## config.mk

```make
export PLATFORM = sky130hd
export DESIGN_NAME = control_umbrales
export DESIGN_NICKNAME = d
export VERILOG_FILES = /design/src/rtl/control_umbrales_pkg.sv /design/src/rtl/control_umbrales_contador_umbral.sv /design/src/rtl/control_umbrales.sv
export SDC_FILE = /design/constraint.sdc
export NUM_CORES = 1
export LEC_CHECK = 0
export CAP_MARGIN = 30
export CELL_PAD_IN_SITES_DETAIL_PLACEMENT = 0
export CELL_PAD_IN_SITES_GLOBAL_PLACEMENT = 2
export CORE_MARGIN = 8
export CORE_UTILIZATION = 31
export CTS_CLUSTER_SIZE = 20
export DETAILED_ROUTE_END_ITERATION = 8
export PLACE_DENSITY = 0.85
export SETUP_SLACK_MARGIN = 0.05
export SLEW_MARGIN = 25
export SYNTH_ARGS = -nofsm -noshare
export SYNTH_HDL_FRONTEND = slang
export SYNTH_SLANG_ARGS = --single-unit
```

## constraint.sdc

```tcl
create_clock -name clk -period 2.6 [get_ports clk]
set_clock_uncertainty 0.05 [all_clocks]
set_input_delay 0.26 -clock clk [delete_from_list [all_inputs] [get_ports clk]]
set_output_delay 0.26 -clock clk [all_outputs]
set_load 0.05 [all_outputs]
```

## src/rtl/control_umbrales_pkg.sv

```systemverilog
// Shared constants for the transaction-layer FIFO occupancy tracker.
// Reset thresholds are also consumed by the transaction-layer state machine.
package control_umbrales_pkg;
  localparam int N_FIFO   = 10;
  localparam int DEPTH    = 8;
  localparam int OCC_W    = 4;
  localparam int TH_W     = 3;
  localparam int ALTO_RST = 6;
  localparam int BAJO_RST = 2;
endpackage

```

## src/rtl/control_umbrales_contador_umbral.sv

```systemverilog
// One FIFO slice: occupancy counter, empty/full flags and hysteretic pause.
// Sticky overflow/underflow flags exist only with CONTROL_UMBRALES_ERRORES_EN.
module contador_umbral
  import control_umbrales_pkg::*;
#(
  parameter int DEPTH = control_umbrales_pkg::DEPTH,
  parameter int OCC_W = control_umbrales_pkg::OCC_W,
  parameter int TH_W  = control_umbrales_pkg::TH_W
) (
  input  logic            clk,
  input  logic            reset,
  input  logic            push,
  input  logic            pop,
  input  logic [TH_W-1:0] alto,
  input  logic [TH_W-1:0] bajo,
  output logic            fifo_empty,
  output logic            fifo_full,
  output logic            pausa,
  output logic            error_overflow,
  output logic            error_underflow
);
  localparam logic [OCC_W-1:0] OCC_MAX = OCC_W'(DEPTH);

  logic [OCC_W-1:0] occ_q, occ_d;
  logic             empty_q, empty_d;
  logic             full_q, full_d;
  logic             pausa_q, pausa_d;
  logic             at_zero, at_max;

  assign at_zero = (occ_q == '0);
  assign at_max  = (occ_q == OCC_MAX);

  always_comb begin
    occ_d = occ_q;
    // A pop at zero is dropped, so a paired push still lands.
    if (push && pop) begin
      if (at_zero) occ_d = OCC_W'(1);
    end else if (push) begin
      if (!at_max) occ_d = occ_q + 1'b1;
    end else if (pop) begin
      if (!at_zero) occ_d = occ_q - 1'b1;
    end

    empty_d = (occ_d == '0);
    full_d  = (occ_d == OCC_MAX);

    pausa_d = pausa_q;
    if (occ_d >= OCC_W'(alto))      pausa_d = 1'b1;
    else if (occ_d <= OCC_W'(bajo)) pausa_d = 1'b0;
  end

  always_ff @(posedge clk) begin
    if (reset) begin
      occ_q   <= '0;
      empty_q <= 1'b1;
      full_q  <= 1'b0;
      pausa_q <= 1'b0;
    end else begin
      occ_q   <= occ_d;
      empty_q <= empty_d;
      full_q  <= full_d;
      pausa_q <= pausa_d;
    end
  end

  assign fifo_empty = empty_q;
  assign fifo_full  = full_q;
  assign pausa      = pausa_q;

`ifdef CONTROL_UMBRALES_ERRORES_EN
  logic ovf_q, ovf_d;
  logic unf_q, unf_d;

  always_comb begin
    ovf_d = ovf_q | (push & ~pop & at_max);
    unf_d = unf_q | (pop & at_zero);
  end

  always_ff @(posedge clk) begin
    if (reset) begin
      ovf_q <= 1'b0;
      unf_q <= 1'b0;
    end else begin
      ovf_q <= ovf_d;
      unf_q <= unf_d;
    end
  end

  assign error_overflow  = ovf_q;
  assign error_underflow = unf_q;
`else
  assign error_overflow  = 1'b0;
  assign error_underflow = 1'b0;
`endif
endmodule

```

## src/rtl/control_umbrales.sv

```systemverilog
// Occupancy tracker and flow-control generator for the transaction-layer FIFOs.
// Optional sticky overflow/underflow flags: define CONTROL_UMBRALES_ERRORES_EN.
module control_umbrales
  import control_umbrales_pkg::*;
#(
  parameter int N_FIFO = control_umbrales_pkg::N_FIFO,
  parameter int DEPTH  = control_umbrales_pkg::DEPTH,
  parameter int OCC_W  = control_umbrales_pkg::OCC_W,
  parameter int TH_W   = control_umbrales_pkg::TH_W
) (
  input  logic              clk,
  input  logic              reset,
  input  logic              cargar,
  input  logic [TH_W-1:0]   umbral_alto,
  input  logic [TH_W-1:0]   umbral_bajo,
  input  logic [N_FIFO-1:0] push,
  input  logic [N_FIFO-1:0] pop,
  output logic [N_FIFO-1:0] FIFO_empty,
  output logic [N_FIFO-1:0] FIFO_full,
  output logic [N_FIFO-1:0] pausa,
  output logic              error_cfg,
  output logic [N_FIFO-1:0] error_overflow,
  output logic [N_FIFO-1:0] error_underflow
);
  logic [TH_W-1:0] alto_q, alto_d;
  logic [TH_W-1:0] bajo_q, bajo_d;
  logic            error_cfg_q, error_cfg_d;

  always_comb begin
    alto_d      = alto_q;
    bajo_d      = bajo_q;
    error_cfg_d = 1'b0;
    if (cargar) begin
      if (umbral_bajo < umbral_alto) begin
        alto_d = umbral_alto;
        bajo_d = umbral_bajo;
      end else begin
        error_cfg_d = 1'b1;
      end
    end
  end

  always_ff @(posedge clk) begin
    if (reset) begin
      alto_q      <= TH_W'(ALTO_RST);
      bajo_q      <= TH_W'(BAJO_RST);
      error_cfg_q <= 1'b0;
    end else begin
      alto_q      <= alto_d;
      bajo_q      <= bajo_d;
      error_cfg_q <= error_cfg_d;
    end
  end

  assign error_cfg = error_cfg_q;

  // Slices see the latched pair, so a new pair applies from the next cycle.
  for (genvar i = 0; i < N_FIFO; i++) begin : g_fifo
    contador_umbral #(
      .DEPTH (DEPTH),
      .OCC_W (OCC_W),
      .TH_W  (TH_W)
    ) u_slice (
      .clk             (clk),
      .reset           (reset),
      .push            (push[i]),
      .pop             (pop[i]),
      .alto            (alto_q),
      .bajo            (bajo_q),
      .fifo_empty      (FIFO_empty[i]),
      .fifo_full       (FIFO_full[i]),
      .pausa           (pausa[i]),
      .error_overflow  (error_overflow[i]),
      .error_underflow (error_underflow[i])
    );
  end
endmodule
```

==> metrics.txt, run 1 <==
result of the run finished, violations left; First DRT Iteration DRCs 144; global-route wire length before repair between 20000 and 30000 um; adder-cell area share of the yosys netlist 0.182; number of pins with negative max-slew slack in the final report 0; clock insertion delay at the later pin of the skew report 340 ps; number of diodes added for antenna fixing 0; x dimension of the die 159 um; ranking of synthesized cells by area sky130_fd_sc_hd__dfxtp_1 24%, sky130_fd_sc_hd__ha_1 18%, sky130_fd_sc_hd__buf_4 6.2%, sky130_fd_sc_hd__inv_1 3.5%, sky130_fd_sc_hd__nor2_1 3.0%; initial antenna violation count 2; met3 demand-to-capacity share in global routing 0.0380; Reg clk slew, reported paths 60 ps; register bit count reported by yosys 77; count of buffers inserted at the top-level ports just under 60; kind of capture point of the worst setup path flop; Final Hold Viols 0; fraction of the core area covered by cells at the end of the flow 0.439; slew at the pin with the worst max-slew slack roughly 840 ps; number of nets in the layout approximately 1000; Mapped Cells 740; GRT Residual Overflow 0; maximum fanout along the worst path 2; total power per unit cell area 653 nW/um^2; Required @ worst endpoint about 2800 ps; final setup slack of the worst path -5.47 ps; leading post-synthesis cells by instance count 92 x sky130_fd_sc_hd__ha_1, 77 x sky130_fd_sc_hd__dfxtp_1, 59 x sky130_fd_sc_hd__inv_1; final critical-path share of the clock period 1.00; worst path arrival time approximately 2800 ps; violations in the final reports negative setup slack; pin count of the biggest net entering global routing between 50 and 60; Hold Buf Count CTS 0; Synth Area in XOR/XNOR 0.00139; global router's overall resource usage 0.126; clock network power share 0.234; count of max-cap constraint violations 0; final setup violation count 1; flip-flop and latch area 1560 sq um; Worst Setup Start Kind flop; internal power summed over all cells 3.67 mW; most used flip-flop cell after synthesis sky130_fd_sc_hd__dfxtp_1; synth warn 0; hold crit path type input pin to flop; via-per-instance ratio a little under 5; mean instance size in the synthesized netlist around 8.5 sq um; switching power about 2.1 mW; minimum period implied by the final worst setup slack 2610 ps; number of global-route vias before repair approximately 5500; detailed placement HPWL ~12000 um; dominant combinational cell family by area after synthesis simple AND/OR/NAND/NOR gates; startpoint of the most critical register-to-register path g_fifo[0].u_slice.occ_q[0]$_SDFF_PP0_; sequential-to-total area share from yosys stat 0.244; Chip Height 159 um; Synth cell types 75; peak clock frequency supported by timing 0.384 GHz; number of enable-type register cells in the synthesized netlist 0; DR vias ~5700; H-tree levels 3; sequential share of power 0.249; worst slew margin relative to its limit 0.441; number of optimization iterations in the first detailed-route pass 4; Critical Setup Path Class flop to flop; placeable core region 20100 sq um; cts bufs inserted 9; area of the mapped netlist 6320 sq um; share of the synthesized area in compound gates (AO/OA/AOI/OAI) 0.198; leading area contributor after synthesis sky130_fd_sc_hd__dfxtp_1; basic-gate share of the synthesized area counting and, or, nand and nor cells 0.225; Area Overhead vs Synth 39.6%; maximum buffer depth of the clock tree 2; met1 Track Usage GR 0.154; most common cell in the netlist sky130_fd_sc_hd__ha_1; clock tree from TritonCTS done; beginning of the worst hold path reset; Critical Path Start g_fifo[0].u_slice.occ_q[0]$_SDFF_PP0_; detailed-route wire length per cell between 10 and 15 um; Final Routed Wirelength roughly 16000 um; DRC Markers 0; area of the multi-input gates ~4700 sq um; last weighted congestion value of the routability-driven placer just under 0.8; proportion of power drawn by combinational gates 0.517; effective utilization at floorplan 0.314; final total power 5.76 mW; mux share of post-synthesis cell area 0.0338; Std-Cell Rows 52; P_leak between 3 and 4 nW; post-synthesis async set-or-reset flop share 0; CTS root buffer sky130_fd_sc_hd__clkbuf_16; worst vdd ir around 300 uV; die area ~25000 sq um; ports placed on the boundary 80; switch share 0.364; antenna violation net count after detailed routing 0; layer with the highest usage met2; met2 capacity usage during global routing 0.209; setup repair after global routing missed its margin yes; area share of the largest cell type after synthesis 0.244; TritonCTS sink count 77; share of layout cells above drive strength 1 0.336; Fill cells between 1500 and 2000
## layout by cell type (no fill, tap or decap), drive strengths merged, types with 20 or more instances in the layout
master / count
dfxtp: 77
nand2: 34
inv: 59
conb: 20
nand2b: 26
nor2: 51
nor2b: 27
a21oi: 26
o21ai: 22
ha: 92
nand3: 23
clkdlybuf4s50: 58
buf: 142
## power by group through the flow
stage / clock network, mW / registers (mW) / logic [mW]
6_report: 1.35 / 1.43 / 2.98
5_1_grt: 1.44 / 1.45 / 3.28
4_1_cts: 1.39 / 1.43 / 2.63
3_5_place_dp: 0 / 1.45 / 2.50
3_3_place_gp: 0 / 1.45 / 2.46
2_1_floorplan: 0 / 1.45 / 1.70
## flip-flops by register name, summed over array words and instances (netlist names)
register / flops
g_fifo.u_slice.fifo_empty: 10
g_fifo.u_slice.fifo_full: 10
bajo_q: 3
g_fifo.u_slice.pausa: 10
error_cfg: 1
g_fifo.u_slice.occ_q: 40
alto_q: 3
## layer usage
| layer | vias to the layer above | wire, um |
|---|---|---|
| li1 | 2923 | - |
| met1 | 2680 | 7620 |
| met2 | 83 | 7800 |
| met3 | 21 | 681 |
| met4 | 4 | 249 |
| met5 | - | 30 |
## worst max-delay path: stages (launching register included)
cell,delay [ps]
sky130_fd_sc_hd__dfxtp_2,320
sky130_fd_sc_hd__inv_2,70
sky130_fd_sc_hd__ha_4,130
sky130_fd_sc_hd__or3b_4,400
sky130_fd_sc_hd__ha_4,250
sky130_fd_sc_hd__mux2i_2,180
sky130_fd_sc_hd__nand2_1,100
sky130_fd_sc_hd__o31a_1,140
sky130_fd_sc_hd__ha_1,280
sky130_fd_sc_hd__nand2b_4,140
sky130_fd_sc_hd__a21oi_2,110
sky130_fd_sc_hd__nor2b_1,60
sky130_fd_sc_hd__a311oi_2,170
sky130_fd_sc_hd__o21ai_1,70
## metrics by stage
step	setup slack (ps)	hold WS, ps	TNS, ps	instance area, sq um	std cells
after floorplan	29.7	335	0	6500	759
after global placement	-56.2	405	-98.6	7830	1131
after detailed placement	-90.3	412	-227	7830	1131
after CTS	-37.8	212	-68.9	8310	1150
after global routing	-115	232	-453	8830	1166
final	-5.47	216	-5.47	8830	1166
## final cells by class
cell class / instances / share of cell area
Clock buffer: 9 / 0.0255
Clock inverter: 6 / 0.0101
Inverter: 59 / 0.0254
Multi-Input combinational cell: 545 / 0.535
Sequential cell: 77 / 0.177
Tap cell: 270 / 0.0383
Timing Repair Buffer: 200 / 0.189
## cell families after synthesis
group                    after synthesis
multiplexers                          21
AO/OA/AOI/OAI                        165
other                                  1
XOR/XNOR                               1
flip-flops                            77
buffers and inverters                137
adder cells (fa/ha/maj)               92
AND/OR/NAND/NOR                      246
## timing repair
action / in CTS / in global routing
setup buffers: 4 / 16
resized for setup: 28 / 79
endpoints found under the setup margin: 9 / 10
pin swaps: 25 / 57
## path summary, 6_finish.rpt
check                                           to  slack [ps]  depth (start not counted)
min          g_fifo[7].u_slice.occ_q[0]$_SDFF_PP0_         220                          2
max           g_fifo[0].u_slice.pausa$_SDFFE_PP0P_          -5                         13
min reg2reg                 bajo_q[1]$_SDFFE_PP1P_         420                          2
max reg2reg   g_fifo[0].u_slice.pausa$_SDFFE_PP0P_          -5                         13
Power figures use the tool's default switching activity.
==> inputs of run 2 (changes only) <==
CORE_ASPECT_RATIO = 2   (was not set)
CTS_CLUSTER_DIAMETER = 50   (was not set)
==> run 2 against run 1 <==
  * The run still ends with negative setup slack left
  * Hold slack improved by 27 ps
  * Core utilization decreased by 0.88 points
  * Via count decreased by 1.1%
  * Combinational power decreased by 3%
  * Global-route usage about the same
  * Die area increased by 1.1%
  * Power decreased by 2.7%
  * Final cell count decreased by 1.5%
  * Sequential power about the same
  * First-iteration DRC count increased by 45%
==> metrics.txt, run 2 (same netlist as run 1, synthesis figures left out) <==
total power per unit cell area 646 nW/um^2 (-1.1%); kind of capture point of the worst setup path flop; CTS root buffer sky130_fd_sc_hd__clkbuf_16; maximum fanout along the worst path 3 (+1); Sum Neg Setup Slack -6.23 ps (-0.763 ps); post-route insts no fill 1148 (-1.5%); count of buffers inserted at the top-level ports 59 (unchanged); number of global-route vias before repair 5546 (-0.018%); post-layout instance area 8680 sq um (-1.6%); effective utilization at floorplan 0.313 (-0.00125); First DRT Iteration DRCs 209 (+45%); detailed-route wire length per cell 14.0 um (-0.46%); share of layout cells above drive strength 1 0.320 (-0.0162); global-route wire length before repair 26200 um (-1.5%); Fill cells 2066 (+4.6%); most used cells in the layout excluding fill and tap cells 122 x sky130_fd_sc_hd__buf_4, 67 x sky130_fd_sc_hd__ha_1, 60 x sky130_fd_sc_hd__dfxtp_1; fraction of the core area covered by cells at the end of the flow 0.430 (-0.00881); GRT Residual Overflow 0 (unchanged); number of diodes added for antenna fixing 0 (unchanged); number of pins with negative max-slew slack in the final report 0 (unchanged); cell count after placement 1109 (-1.9%); Final Routed Wirelength 16100 um (-2.0%); number of nets in the layout 998 (-1.5%); Final Hold Viols 0 (unchanged); commonest non-fill, non-tap cell in the layout sky130_fd_sc_hd__buf_4; P_leak 3.87 nW (-1.8%); slew at the pin with the worst max-slew slack 710 ps (-127 ps); Reg with most FFs g_fifo.u_slice.occ_q; Std-Cell Rows 74 (+42%); initial antenna violation count 0 (-2); final critical-path share of the clock period 1.00 (about the same); DR vias 5648 (-1.1%); cts bufs inserted 9 (unchanged); count of max-cap constraint violations 0 (unchanged); final setup violation count 1 (unchanged); worst path arrival time 2760 ps (about the same); Chip Height 218 um (+37%); worst slew margin relative to its limit 0.526 (+0.0847); ports placed on the boundary 80 (unchanged); hold crit path type input pin to flop; number of optimization iterations in the first detailed-route pass 4 (unchanged); DRC Markers 0 (unchanged); pin count of the biggest net entering global routing 50 (-5.7%); Worst Setup Start Kind flop; die area 25500 sq um (+1.1%); placeable core region 20200 sq um (+0.40%); violations in the final reports negative setup slack; last weighted congestion value of the routability-driven placer 0.813 (+4.8%); number of flip-flops in the largest register 40 (unchanged); Placement Cell Area 7690 sq um (-1.8%); minimum period implied by the final worst setup slack 2610 ps (+0.763 ps); TritonCTS sink count 77 (unchanged); Hold Buf Count CTS 0 (unchanged); clock tree from TritonCTS done; final setup slack of the worst path -6.23 ps (-0.763 ps); setup repair after global routing missed its margin yes; clock insertion delay at the later pin of the skew report 330 ps (about the same); Area Overhead vs Synth 37.3%; result of the run finished, violations left; detailed placement HPWL 12000 um (about the same); Required @ worst endpoint 2760 ps (about the same); Critical Setup Path Class flop to flop; via-per-instance ratio 4.92 (+0.45%); x dimension of the die 117 um (-26%); worst vdd ir 318 uV (+7.7%); maximum buffer depth of the clock tree 2 (unchanged); global router's overall resource usage 0.127 (+0.000419); H-tree levels 3 (unchanged); antenna violation net count after detailed routing 0 (unchanged); Reg clk slew, reported paths 60 ps (about the same); peak clock frequency supported by timing 0.384 GHz (about the same)
-- run 2: layout make-up --
class / instances / area (sq um) / area share
clock buffer: 9 / 225 / 0.0259
clock inverter: 7 / 73.8 / 0.00850
inverter: 59 / 226 / 0.0261
timing repair buffer: 185 / 1550 / 0.178
multi-input combinational: 545 / 4720 / 0.543
tap: 266 / 333 / 0.0383
sequential: 77 / 1560 / 0.180
-- run 2: what timing repair did --
| action | 4_1_cts | 5_1_grt |
|---|---|---|
| gates resized for setup | 50 | 51 |
| setup endpoints to repair | 10 | 10 |
| pin swaps | 27 | 55 |
| hold endpoints to repair | 0 | 0 |
| setup buffers | 12 | 11 |
| cloned | 0 | 0 |
-- run 2: critical path: stages, from the launching register on --
cell and delay, ps:
sky130_fd_sc_hd__dfxtp_2 320, sky130_fd_sc_hd__inv_2 70, sky130_fd_sc_hd__ha_4 130, sky130_fd_sc_hd__or3b_4 410, sky130_fd_sc_hd__a311o_1 420, sky130_fd_sc_hd__nor3_4 160, sky130_fd_sc_hd__inv_2 80, sky130_fd_sc_hd__ha_4 210
sky130_fd_sc_hd__nor2b_1 120, sky130_fd_sc_hd__o21ai_1 120, sky130_fd_sc_hd__nand2b_1 60, sky130_fd_sc_hd__a311oi_1 260, sky130_fd_sc_hd__o21ai_1 80
-- run 2: worst paths after layout --
kind | slack, ps | cells after the start | start | end
worst max-delay path | -6 | 12 | g_fifo[7].u_slice.occ_q[1]$_SDFF_PP0_ | g_fifo[7].u_slice.pausa$_SDFFE_PP0P_
worst min-delay path | 240 | 3 | reset | bajo_q[1]$_SDFFE_PP1P_
worst max register to register | -6 | 12 | g_fifo[7].u_slice.occ_q[1]$_SDFF_PP0_ | g_fifo[7].u_slice.pausa$_SDFFE_PP0P_
worst min register to register | 430 | 2 | bajo_q[1]$_SDFFE_PP1P_ | bajo_q[1]$_SDFFE_PP1P_
-- run 2: through the flow --
stage	setup slack (ps)	hold slack, ps	power (mW)
6_report	-6.23	243	5.61
5_1_grt	-160	272	5.99
4_1_cts	-16.4	250	5.40
3_5_place_dp	-143	417	3.89
3_3_place_gp	-125	408	3.82
2_1_floorplan	29.7	335	3.15
-- run 2: per-layer routing --
layer  part of all wire  global-route usage
met2               0.48               0.212
met4              0.019              0.0434
met3              0.040              0.0200
met5                  0                   0
met1               0.46               0.159
-- run 2: power breakdown --
group	total [mW]	internal [mW]	leakage [nW]	switching [mW]
clock	1.27	0.747	0.146	0.520
combinational	2.90	1.43	3.09	1.47
sequential	1.44	1.34	0.638	0.104
total	5.61	3.51	3.87	2.10
